[config.mk]
export PLATFORM = sky130hd
export DESIGN_NAME = aud_dac_player
export DESIGN_NICKNAME = d
export VERILOG_FILES = /design/src/rtl/aud_dac_player.sv
export SDC_FILE = /design/constraint.sdc
export NUM_CORES = 1
export LEC_CHECK = 0
export CAP_MARGIN = 30
export CORE_ASPECT_RATIO = 0.7
export CORE_MARGIN = 5
export CORE_UTILIZATION = 46
export DETAILED_ROUTE_END_ITERATION = 10
export PLACE_DENSITY_LB_ADDON = 0.05
export SYNTH_ARGS = -nofsm -noshare
export SYNTH_HDL_FRONTEND = slang
export SYNTH_SLANG_ARGS = --single-unit
[constraint.sdc]
create_clock -name i_clk -period 2.14 [get_ports i_clk]
set_input_delay 0.428 -clock i_clk [delete_from_list [all_inputs] [get_ports i_clk]]
set_output_delay 0.428 -clock i_clk [all_outputs]
set_load 0.1 [all_outputs]
[src/rtl/aud_dac_player.sv]
// ----------------------------------------------------------------------------------------------
// aud_dac_player
//
// I2S transmitter for the WM8731 DAC playback path. 16-bit (DATA_W) PCM words arrive over a
// valid/ready handshake into a one-entry holding register. On every left-channel LRCK edge the
// held word is moved into the shift register and sent MSB-first on o_dacdat, starting one BCLK
// after the LRCK transition (standard I2S delay). The right half repeats the left word
// (BOTH_CH=1) or sends zeros (BOTH_CH=0). After DATA_W bits the line pads with zeros until the
// next LRCK edge.
//
// Ports
//   i_clk         bit clock (AUD_BCLK), rising-edge state
//   i_rst_n       asynchronous active-low reset
//   i_en          playback enable
//   i_daclrck     AUD_DACLRCK from codec (0 = left half, 1 = right half)
//   i_dac_data    sample from playback controller
//   i_dac_valid   i_dac_data valid
//   o_dac_ready   holding register empty and player active
//   o_dacdat      registered serial data to AUD_DACDAT
//   o_sample_req  one-cycle pulse when a left word is loaded
//   o_underrun    one-cycle pulse when a left frame starts with no word held
// ----------------------------------------------------------------------------------------------
module aud_dac_player #(
   parameter int unsigned DATA_W  = 16,
   parameter bit          BOTH_CH = 1'b1
) (
   input  logic              i_clk,
   input  logic              i_rst_n,
   input  logic              i_en,
   input  logic              i_daclrck,
   input  logic [DATA_W-1:0] i_dac_data,
   input  logic              i_dac_valid,
   output logic              o_dac_ready,
   output logic              o_dacdat,
   output logic              o_sample_req,
   output logic              o_underrun
);

   localparam int unsigned CntW = $clog2(DATA_W + 1);

   typedef enum logic [1:0] {
      StIdle,
      StWaitSync,
      StShift,
      StPad
   } state_e;

   state_e              state_q, state_d;
   logic                lrck_q;
   logic                hold_valid_q, hold_valid_d;
   logic [DATA_W-1:0]   hold_q, hold_d;
   logic [DATA_W-1:0]   word_q, word_d;
   logic [DATA_W-1:0]   shift_q, shift_d;
   logic [CntW-1:0]     cnt_q, cnt_d;
   logic                dacdat_q, dacdat_d;
   logic                sample_req_q, sample_req_d;
   logic                underrun_q, underrun_d;

   logic                frame_start;
   logic                left_start;
   logic                ready;
   logic                xfer;
   logic                do_start;
   logic [DATA_W-1:0]   start_word;
   logic [CntW-1:0]     cnt_inc;

   // LRCK edge seen this cycle: the next rising edge launches the MSB
   assign frame_start = (i_daclrck != lrck_q);
   assign left_start  = frame_start & ~i_daclrck;

   assign ready   = ~hold_valid_q & (state_q != StIdle);
   assign xfer    = i_dac_valid & ready;
   assign cnt_inc = cnt_q + CntW'(1);

   always_comb begin
      state_d      = state_q;
      hold_valid_d = hold_valid_q;
      hold_d       = hold_q;
      word_d       = word_q;
      shift_d      = shift_q;
      cnt_d        = cnt_q;
      dacdat_d     = 1'b0;
      sample_req_d = 1'b0;
      underrun_d   = 1'b0;
      do_start     = 1'b0;
      start_word   = '0;

      // Accepted words wait for the next left frame; no bypass into the shifter
      if (xfer) begin
         hold_valid_d = 1'b1;
         hold_d       = i_dac_data;
      end

      unique case (state_q)
         StIdle: begin
            hold_valid_d = 1'b0;
            shift_d      = '0;
            cnt_d        = '0;
            if (i_en) begin
               state_d = StWaitSync;
            end
         end
         StWaitSync: begin
            // Right-half edges are ignored until the stream aligns on a left word
            if (!i_en) begin
               state_d = StIdle;
            end else if (left_start) begin
               do_start = 1'b1;
            end
         end
         StShift, StPad: begin
            if (frame_start) begin
               // A disable only takes effect at a word boundary
               if (!i_en) begin
                  state_d = StIdle;
                  shift_d = '0;
                  cnt_d   = '0;
               end else begin
                  do_start = 1'b1;
               end
            end else if (state_q == StShift) begin
               dacdat_d = shift_q[DATA_W-1];
               shift_d  = {shift_q[DATA_W-2:0], 1'b0};
               cnt_d    = cnt_inc;
               if (cnt_inc == CntW'(DATA_W)) begin
                  state_d = StPad;
               end
            end
         end
         default: begin
            state_d = StIdle;
         end
      endcase

      // Frame start: pick the word for this half and launch its MSB immediately
      if (do_start) begin
         if (!i_daclrck) begin
            if (hold_valid_q) begin
               start_word   = hold_q;
               hold_valid_d = 1'b0;
               sample_req_d = 1'b1;
            end else begin
               start_word   = '0;
               underrun_d   = 1'b1;
            end
            word_d = start_word;
         end else begin
            start_word = BOTH_CH ? word_q : '0;
         end
         dacdat_d = start_word[DATA_W-1];
         shift_d  = {start_word[DATA_W-2:0], 1'b0};
         cnt_d    = CntW'(1);
         state_d  = StShift;
      end
   end

   always_ff @(posedge i_clk or negedge i_rst_n) begin
      if (!i_rst_n) begin
         state_q      <= StIdle;
         lrck_q       <= 1'b0;
         hold_valid_q <= 1'b0;
         hold_q       <= '0;
         word_q       <= '0;
         shift_q      <= '0;
         cnt_q        <= '0;
         dacdat_q     <= 1'b0;
         sample_req_q <= 1'b0;
         underrun_q   <= 1'b0;
      end else begin
         state_q      <= state_d;
         lrck_q       <= i_daclrck;
         hold_valid_q <= hold_valid_d;
         hold_q       <= hold_d;
         word_q       <= word_d;
         shift_q      <= shift_d;
         cnt_q        <= cnt_d;
         dacdat_q     <= dacdat_d;
         sample_req_q <= sample_req_d;
         underrun_q   <= underrun_d;
      end
   end

   assign o_dac_ready  = ready;
   assign o_dacdat     = dacdat_q;
   assign o_sample_req = sample_req_q;
   assign o_underrun   = underrun_q;

endmodule

==> metrics.txt <==
slew at the pin closest to its max-slew limit=between 400 and 500 ps; commonest non-fill, non-tap cells in the layout=dfrtp_1 (59), nand2_1 (53), nor2_1 (20); commonest non-fill, non-tap cell in the layout=dfrtp_1; Setup Viol. Count Final=0; leakage=1.50 nW; Layout fillers=a little under 500; Max FO, Critical Path=14; die height=73.4 um; Avg Inst Size Synth=11.4 um2; Hold WC Path Type=input pin to async pin; IO Pins=25; total gr overflow=0; Synth area leader=dfrtp_1; Syn Std Cell Area=2640 um2; first-pass GRT wire length=9060 um; cell area power density=999 nW/um2; post-synthesis sequential area ratio=55.8%; DRC Markers=0; CTS tree=yes; Num CTS Buffers=9; average wire per cell in the routed design=14.7 um; initial antenna violation count=0; # H-tree levels=3; final hold violations=0; worst clock skew=6.28 ps; starting density of the core=46.9%; post-CTS setup buffers=0; Die ar.=7390 um2; net count after synthesis=roughly 260; FP Rows=23; Final Cycle Share=~92%; Gate Count Post-Synth=232; Tmin final=1980 ps; Hold Buf Count CTS=0; number of port buffers=24; GPL Wtd Cong=0.793; total of max-cap violations=0; ant diodes=0; Seq cells post-synth=59; layout cells sized above 1=~30%; vias in the first global route=1798; Critical Path RT=2350 ps; Detail Route Antenna Nets=0; routed vias=roughly 1800; fin. max-slew vios=0; Yosys top cell area share=55.8%; post-layout util=58.0%; post_cts resized=0; Clk pin slew, worst setup/hold paths=about 60 ps; run status=finished, final reports clean; Die W=101 um; CTS Buffer Depth=2; Post-Route Setup TNS=0 ps; Slew headroom=a little under 70%; yosys warns=0; Distinct cells, synth=36; gr usage total=16.3%; Worst setup EP type=flop; main flop type after synthesis=dfrtp_1; drt total wl=5220 um; final net count=298; Root Buffer=clkbuf_8; DR iter-0 viols=56; CTS sink cnt=59; Post-DP HPWL=3550 um; area grow syn2layout=23.8%; 1st-pass router iterations=4; core area=5640 um2; WS Path Type=input pin to flop; FFs w/ async S/R, synth=100%; top cells by area in the synthesized netlist=dfrtp_1 (56%), nand2_1 (7.5%), mux2_2 (6.8%); Worst EP arrival=between 2000 and 2500 ps; CP Launch Type=input pin; largest net degree at the start of global routing=60; Max IR drop VDD=just under 0.5 mV; Post-synth EDFFs=0; Via-to-Cell Ratio=5.07; RSZ-0062 raised after global routing=no; clock latency on the worst-skew pair=330 ps; highest clock rate=506 MHz
## critical path, stage by stage
cell	delay [ps]
clkdlybuf4s50_1	470
inv_1	60
ha_1	310
buf_4	160
and2_0	190
buf_12	170
a221oi_1	300
a21oi_1	100
## metrics by stage
step / std cells / hold WS (ps) / setup slack, ps / instance area, um2 / power [mW]
floorplan: 232 / 132 / 256 / 2650 / 2.13
global placement: 339 / 455 / -149 / 3090 / 2.37
detailed placement: 339 / 455 / -177 / 3090 / 2.39
CTS: 355 / 87.7 / 173 / 3270 / 3.32
global route: 355 / 97.9 / 42.6 / 3270 / 3.48
finish: 355 / 93.0 / 165 / 3270 / 3.27
## flip-flops by register name, summed over array words and instances, names as in the netlist
signal	flops
o_underrun	1
o_dacdat	1
hold_q	16
hold_valid_q	1
state_q	2
o_sample_req	1
shift_q	15
lrck_q	1
cnt_q	5
word_q	16
## synthesized netlist by cell type (all sizes together) (2+ instances only)
library cell and count:
dfrtp 59, nand2 54, nor2 21, a21oi 16, mux2 16, a221oi 14, o21ai 10, buf 9
a22o 5, nand2b 3, a211oi 2, and2 2, clkbuf 2, ha 2, inv 2, nand3 2
nand3b 2, xnor2 2
## metal layers
metal / vias up / routed length [um] / global-route usage [%]
li1: 900 / - / -
met1: 874 / 2640 / 23.2
met2: 22 / 2320 / 22.4
met3: 5 / 202 / 6.26
met4: 0 / 63 / 5.83
met5: - / 0 / 0
## power breakdown
part | total (mW) | switching [mW] | internal, mW
logic | 0.725 | 0.360 | 0.365
clock network | 0.906 | 0.427 | 0.479
registers | 1.64 | 0.208 | 1.43
total | 3.27 | 0.994 | 2.27
## cell type report
class | count | area, um2 | share of cell area [%]
Clock buffer | 12 | 155 | 4.74
Sequential cell | 59 | 1480 | 45.1
Multi-Input combinational cell | 160 | 1080 | 33.1
Timing Repair Buffer | 43 | 430 | 13.1
Tap cell | 75 | 93.8 | 2.87
Inverter | 2 | 7.51 | 0.229
Clock inverter | 4 | 25.0 | 0.765
## logic make-up after synthesis
kind of cell | Yosys count | synth area share, %
AOI/OAI and AO/OA | 52 | 17.7
xor gates and xnor gates | 2 | 0.663
adders and majority gates | 2 | 0.946
buffers and inverters | 13 | 3.41
DFF | 59 | 55.8
muxes | 16 | 6.81
and+or+nand+nor | 88 | 14.7
## path summary, 6_finish.rpt
path	slack (ps)	cells after the start	endpoint	start
max	160	8	shift_q[5]	i_daclrck
min	90	2	hold_q[0]	i_rst_n
max reg2reg	390	4	hold_q[5]	state_q[0]
min reg2reg	470	2	word_q[14]	word_q[14]
max in group asynchronous	1790	2	cnt_q[1]	i_rst_n
min in group i_clk	470	2	word_q[14]	word_q[14]
No activity file was read; power rests on OpenSTA's default activity.
